File: src/rtl/sram_alloc_pkg.sv
// Shared constants and types for the SRAM line allocator.
// The allocator top takes these as parameter defaults so a bench or an
// integration can shrink the bank count or capacity without editing the package.
package sram_alloc_pkg;

  localparam int NUM_SRAM       = 4;
  localparam int LINES_PER_SRAM = 2048;
  localparam int CNT_W          = 12;
  localparam int SRAM_ID_W      = 5;

  typedef logic [CNT_W-1:0]     credit_t;
  typedef logic [SRAM_ID_W-1:0] sram_id_t;

endpackage

File: src/rtl/sram_line_allocator_rr_pick.sv
// Round-robin picker: returns the first set bit of eligible_i at or above
// rr_ptr_i, wrapping around to bit 0. Purely combinational.
module rr_pick #(
  parameter int N     = 4,
  parameter int IDX_W = (N > 1) ? $clog2(N) : 1
) (
  input  logic [N-1:0]     eligible_i,
  input  logic [IDX_W-1:0] rr_ptr_i,
  output logic             found_o,
  output logic [IDX_W-1:0] idx_o
);

  // Walk the banks starting at the pointer and latch the first eligible one.
  always_comb begin
    int pos;
    logic [IDX_W-1:0] cand;
    found_o = 1'b0;
    idx_o   = '0;
    pos     = 0;
    cand    = '0;
    for (int off = 0; off < N; off++) begin
      pos = int'(rr_ptr_i) + off;
      if (pos >= N) begin
        pos = pos - N;
      end
      cand = IDX_W'(pos);
      if (!found_o && eligible_i[cand]) begin
        found_o = 1'b1;
        idx_o   = cand;
      end
    end
  end

endmodule

File: src/rtl/sram_line_allocator.sv
// Central line allocator: keeps a free-line credit per SRAM bank, hands out
// lines round-robin among banks with credit, and pulses the chosen bitmap.
// Credits come back one at a time through bitmap_add.
module sram_line_allocator #(
  parameter int NUM_SRAM       = sram_alloc_pkg::NUM_SRAM,
  parameter int LINES_PER_SRAM = sram_alloc_pkg::LINES_PER_SRAM,
  parameter int CNT_W          = sram_alloc_pkg::CNT_W,
  parameter int SRAM_ID_W      = sram_alloc_pkg::SRAM_ID_W
) (
  input  logic                 clk,
  input  logic                 rst_n,
  input  logic [NUM_SRAM-1:0]  bitmap_add,
  input  logic                 req_valid,
  output logic                 req_ready,
  output logic [NUM_SRAM-1:0]  alloc_valid,
  output logic                 grant_valid,
  output logic [SRAM_ID_W-1:0] grant_sram_id,
  input  logic                 grant_ready,
  output logic [CNT_W+4:0]     free_total,
  output logic                 credit_err
);

  import sram_alloc_pkg::*;

  localparam int                PTR_W = $clog2(NUM_SRAM);
  localparam int                SUM_W = CNT_W + 5;
  localparam logic [CNT_W-1:0]  FULL  = CNT_W'(LINES_PER_SRAM);
  localparam logic [SUM_W-1:0]  TOTAL = SUM_W'(NUM_SRAM * LINES_PER_SRAM);

  logic [NUM_SRAM-1:0]  eligible;
  logic [NUM_SRAM-1:0]  alloc_sel;
  logic [NUM_SRAM-1:0]  sat_hit;
  logic [CNT_W-1:0]     credit [NUM_SRAM];

  logic                 pick_found;
  logic [PTR_W-1:0]     pick_idx;
  logic                 accept;

  logic [PTR_W-1:0]     rr_ptr_q, rr_ptr_d;
  logic                 grant_valid_q, grant_valid_d;
  logic [SRAM_ID_W-1:0] grant_id_q, grant_id_d;
  logic [NUM_SRAM-1:0]  alloc_valid_q, alloc_valid_d;
  logic [SUM_W-1:0]     free_total_q, free_total_d;
  logic                 credit_err_q, credit_err_d;

  rr_pick #(
    .N     (NUM_SRAM),
    .IDX_W (PTR_W)
  ) u_rr_pick (
    .eligible_i (eligible),
    .rr_ptr_i   (rr_ptr_q),
    .found_o    (pick_found),
    .idx_o      (pick_idx)
  );

  // Handshake, bank selection and grant/pulse next-state.
  always_comb begin
    req_ready     = pick_found && (!grant_valid_q || grant_ready);
    accept        = req_valid && req_ready;
    alloc_sel     = '0;
    rr_ptr_d      = rr_ptr_q;
    grant_valid_d = grant_valid_q;
    grant_id_d    = grant_id_q;
    if (accept) begin
      alloc_sel     = NUM_SRAM'(1) << pick_idx;
      rr_ptr_d      = (pick_idx == PTR_W'(NUM_SRAM - 1)) ? '0 : pick_idx + 1'b1;
      grant_valid_d = 1'b1;
      grant_id_d    = SRAM_ID_W'(pick_idx);
    end else if (grant_ready) begin
      grant_valid_d = 1'b0;
    end
    alloc_valid_d = alloc_sel;
  end

  // One saturating credit counter per bank; a simultaneous alloc and return cancel.
  for (genvar gi = 0; gi < NUM_SRAM; gi++) begin : g_credit
    logic [CNT_W-1:0] cnt_q, cnt_d;
    logic             sat;

    // Credit next-state: consume on alloc, replenish on return, flag a return at full.
    always_comb begin
      cnt_d = cnt_q;
      sat   = 1'b0;
      case ({alloc_sel[gi], bitmap_add[gi]})
        2'b10: cnt_d = cnt_q - 1'b1;
        2'b01: begin
          if (cnt_q == FULL) begin
            sat = 1'b1;
          end else begin
            cnt_d = cnt_q + 1'b1;
          end
        end
        default: cnt_d = cnt_q;
      endcase
    end

    // Credit register, refilled to full capacity on reset.
    always_ff @(posedge clk or negedge rst_n) begin
      if (!rst_n) begin
        cnt_q <= FULL;
      end else begin
        cnt_q <= cnt_d;
      end
    end

    assign credit[gi]   = cnt_q;
    assign eligible[gi] = |cnt_q;
    assign sat_hit[gi]  = sat;
  end

  // Sum of the current credits (registered below, so it trails the counters by a cycle)
  // and the sticky overflow flag.
  always_comb begin
    free_total_d = '0;
    for (int i = 0; i < NUM_SRAM; i++) begin
      free_total_d = free_total_d + SUM_W'(credit[i]);
    end
    credit_err_d = credit_err_q | (|sat_hit);
  end

  // Control and status registers.
  always_ff @(posedge clk or negedge rst_n) begin
    if (!rst_n) begin
      rr_ptr_q      <= '0;
      grant_valid_q <= 1'b0;
      grant_id_q    <= '0;
      alloc_valid_q <= '0;
      free_total_q  <= TOTAL;
      credit_err_q  <= 1'b0;
    end else begin
      rr_ptr_q      <= rr_ptr_d;
      grant_valid_q <= grant_valid_d;
      grant_id_q    <= grant_id_d;
      alloc_valid_q <= alloc_valid_d;
      free_total_q  <= free_total_d;
      credit_err_q  <= credit_err_d;
    end
  end

  assign alloc_valid   = alloc_valid_q;
  assign grant_valid   = grant_valid_q;
  assign grant_sram_id = grant_id_q;
  assign free_total    = free_total_q;
  assign credit_err    = credit_err_q;

endmodule

File: config.mk
export PLATFORM = sky130hd
export DESIGN_NAME = sram_line_allocator
export DESIGN_NICKNAME = d
export VERILOG_FILES = /design/src/rtl/sram_alloc_pkg.sv /design/src/rtl/sram_line_allocator_rr_pick.sv /design/src/rtl/sram_line_allocator.sv
export SDC_FILE = /design/constraint.sdc
export NUM_CORES = 1
export LEC_CHECK = 0
export ABC_AREA = 1
export BUFFER_PORTS_ARGS = -buffer_cell sky130_fd_sc_hd__buf_2
export CORE_UTILIZATION = 27
export CTS_CLUSTER_DIAMETER = 100
export CTS_CLUSTER_SIZE = 10
export DETAILED_ROUTE_END_ITERATION = 8
export SLEW_MARGIN = 5
export SYNTH_ARGS = -nofsm -noshare
export SYNTH_HDL_FRONTEND = slang
export SYNTH_SLANG_ARGS = --single-unit
File: constraint.sdc
create_clock -name clk -period 7.5 [get_ports clk]
set_input_delay 0.75 -clock clk [delete_from_list [all_inputs] [get_ports clk]]
set_output_delay 0.75 -clock clk [all_outputs]
set_load 0.02 [all_outputs]
==> summary.txt <==
Run status
  • Status: finished, final reports clean

Timing
  • Hold Violations, Final: 0
  • Worst slew margin: 0.356
  • Period utilisation layout: 0.607
  • Fmax: 220 MHz
  • Count of final setup violators: 0
  • Hold Slack: ~490 ps
  • Final Slew Violations: 0
  • Final TNS setup: 0 ps
  • Pin slew with the least headroom to its limit: about 970 ps
  • RSZ-0062 raised after global routing: no
  • Skew final: roughly 8.7 ps
  • Fin crit period: ~4600 ps
  • Setup WS post-layout: around 2900 ps

Clock network
  • Maximum clock path buffer count: 2
  • CTS Buf Count: 9
  • Post-CTS resize count: 0
  • H-tree Lvls: 3
  • Hold_buf cts: 0
  • Clock sinks: slightly above 70
  • Post-CTS Setup Bufs: 0
  • Clk_lat worst skew: roughly 350 ps
  • CTS tree: yes
  • Clock root buffer: clkbuf_16
  • Clk slew on worst S/H paths: around 60 ps

Cells and area
  • Area of the multi-input gates: around 0.0038 mm2
  • Area growth from synthesis to final layout: 11.8%
  • Fillers: roughly 2.2k
  • Layout cells sized above 1: 0.141
  • FF+latch area: 0.00181 mm2
  • Nets: 805
  • Antenna Cells: 0

Drt
  • TritonRoute pass-1 iters: 4
  • Routed len/inst: 13.4 um
  • Post-route ant nets: 0
  • Initial drt markers: between 200 and 300
  • Post-Route WL: 13.3 mm
  • Via density: 4.56
  • Vias post-DR: roughly 4.5k
  • DRC Markers: 0

GRT
  • Vias in the first global route: between 4k and 5k
  • Tot GR Track Use: 0.127
  • First-pass GRT wire length: 22.1 mm
  • Largest net degree at the start of global routing: 73
  • Initial antenna violation count: 0
  • Overflow after GRT: 0

Setup path
  • Worst path bufs/invs: 2
  • Critical Path Start Type: flop
  • Critical path fanouts, max: 13
  • CP delay by family, top: simple AND/OR/NAND/NOR gates
  • WS Path Type: reg -> reg
  • Worst path cell trace: nor2_1 > nand2_1 > nor2_1 > nand3_1 > nand3_1 > nand2_4 > nor3_1 > nand2_1 > o211ai_1 > inv_1 > ha_1 > nand4_1 > nand2_1 > ha_1 > a21o_1 > a31oi_1 > inv_1 > a21oi_1 > nor2_1 > nor2_1 > xor2_1 > a21oi_1
  • CP endpoint kind: flop
  • CP dominant cell by count: nor2_1
  • Max stage delay on crit path: approximately 470 ps
  • Cell at the slowest stage of the critical path: ha_1
  • Crit path arrival time: roughly 4800 ps
  • Worst EP required: slightly below 8000 ps

Synth
  • EDFF count, synth: 0
  • Synthesized area: ~0.0059 mm2
  • Synth async-reset ratio: 1.00
  • Yosys warning total: 0
  • Register bit total from synthesis: 72
  • Sequential share of the synthesized area: 0.305
  • Ys flop type: dfrtp_1
  • Syn Area/Cell: about 8.7 um2
  • Synth Instances: between 600 and 700
  • Yosys cell types: 40

Placed design
  • Post-DP HPWL: around 10 mm
  • Pre-CTS setup slack: about 3000 ps
  • Port Buffers: 30
  • GPL Wtd Cong: 0.857

Floorplanning
  • Chip Width: about 150 um
  • Chip height: about 150 um
  • Initial Util: 0.278
  • Area of the core: 0.0213 mm2
  • Die area: 0.0225 mm2
  • Row cnt: 53
  • # IOs: 37

Min path
  • Path type of the worst min-delay path: reg -> reg

Flow run
  • Max Cap Violations: 0
==> placed cells by master, fill, tap and decap left out, types with 15 or more instances in the layout <==
cell type / instances
o21ai_0: 19
xor2_1: 31
nand2_1: 116
buf_2: 29
nor2_1: 77
xnor2_1: 18
nor2_2: 15
fa_1: 28
nand3_1: 32
dfrtp_1: 67
ha_1: 57
a21oi_1: 67
inv_1: 54
==> cells in the mapped netlist (4+ instances only) <==
cell type / n / share of area
a211oi_1: 4 / 0.0051
a21o_1: 6 / 0.0076
a21oi_1: 67 / 0.057
a21oi_2: 9 / 0.013
a31oi_1: 10 / 0.011
buf_4: 7 / 0.0089
buf_6: 9 / 0.017
dfrtp_1: 67 / 0.28
dfstp_2: 5 / 0.022
fa_1: 28 / 0.095
ha_1: 57 / 0.12
inv_1: 54 / 0.034
nand2_1: 116 / 0.074
nand2_2: 5 / 0.0053
nand2_4: 4 / 0.0076
nand3_1: 32 / 0.027
nand3_2: 6 / 0.010
nand4_1: 11 / 0.012
nor2_1: 77 / 0.049
nor2_2: 15 / 0.016
o21ai_0: 19 / 0.016
xnor2_1: 18 / 0.027
xor2_1: 31 / 0.046
==> registers in the layout, summed over array words and instances (netlist names) <==
signal and flops:
g_credit.cnt_q 48, free_total 14, alloc_valid 4, grant_sram_id 2, rr_ptr_q 2, credit_err 1, grant_valid 1
==> cells by family after synthesis <==
kind of cell,count (synthesis),synth area share
other cells,1,0.000633
buf+inv,72,0.0615
fa+ha+maj,85,0.215
compound gates,123,0.120
flops,72,0.305
xor+xnor,50,0.0752
simple gates,279,0.222
==> path summary, 6_finish.rpt <==
check / cells past startpoint / endpoint / start / slack [ps]
hold / removal: 2 / grant_sram_id[0]$_DFFE_PN0P_ / grant_sram_id[0]$_DFFE_PN0P_ / 490
max in group asynchronous: 1 / g_credit[3].cnt_q[6]$_DFFE_PN0P_ / rst_n / 6320
min in group asynchronous: 1 / g_credit[2].cnt_q[7]$_DFFE_PN0P_ / rst_n / 560
setup reg to reg: 22 / g_credit[1].cnt_q[9]$_DFFE_PN0P_ / g_credit[0].cnt_q[9]$_DFFE_PN0P_ / 2950
hold reg to reg: 2 / grant_sram_id[0]$_DFFE_PN0P_ / grant_sram_id[0]$_DFFE_PN0P_ / 490
setup / recovery: 22 / g_credit[1].cnt_q[9]$_DFFE_PN0P_ / g_credit[0].cnt_q[9]$_DFFE_PN0P_ / 2950
==> per-layer routing <==
layer / wire (um) / track usage / vias up
li1: - / - / 2329
met3: 420 / 0.0297 / 11
met5: 0 / 0 / -
met2: 6040 / 0.200 / 56
met4: 199 / 0.0313 / 0
met1: 6620 / 0.175 / 2130
==> stage by stage <==
stage | cell area (um2) | util | instances
floorplan | 5940 | - | 687
global placement | 6280 | 0.295 | 976
detailed placement | 6280 | 0.295 | 976
CTS | 6620 | 0.311 | 992
global route | 6620 | 0.311 | 992
finish | 6620 | 0.311 | 992
==> worst reg2reg max path, stage by stage (launching register included) <==
cell and delay (ps):
dfrtp_1 450, nor2_1 150, nand2_1 60, nor2_1 230, nand3_1 160, nand3_1 170, nand2_4 80, nor3_1 250
nand2_1 90, o211ai_1 160, inv_1 120, ha_1 210, nand4_1 170, nand2_1 350, ha_1 480, a21o_1 200
a31oi_1 300, inv_1 100, a21oi_1 260, nor2_1 70, nor2_1 110, xor2_1 160, a21oi_1 80
==> area by class of cell <==
cell class	instances	area share
sequential	72	0.273
multi-input combinational	543	0.569
clock inverter	6	0.0163
timing repair buffer	30	0.0231
inverter	56	0.0318
tap	275	0.0520
clock buffer	10	0.0346
Power is left out: the tool's default activity adds up to more than one toggle a clock period on the data nets, which glitch-free logic cannot reach.
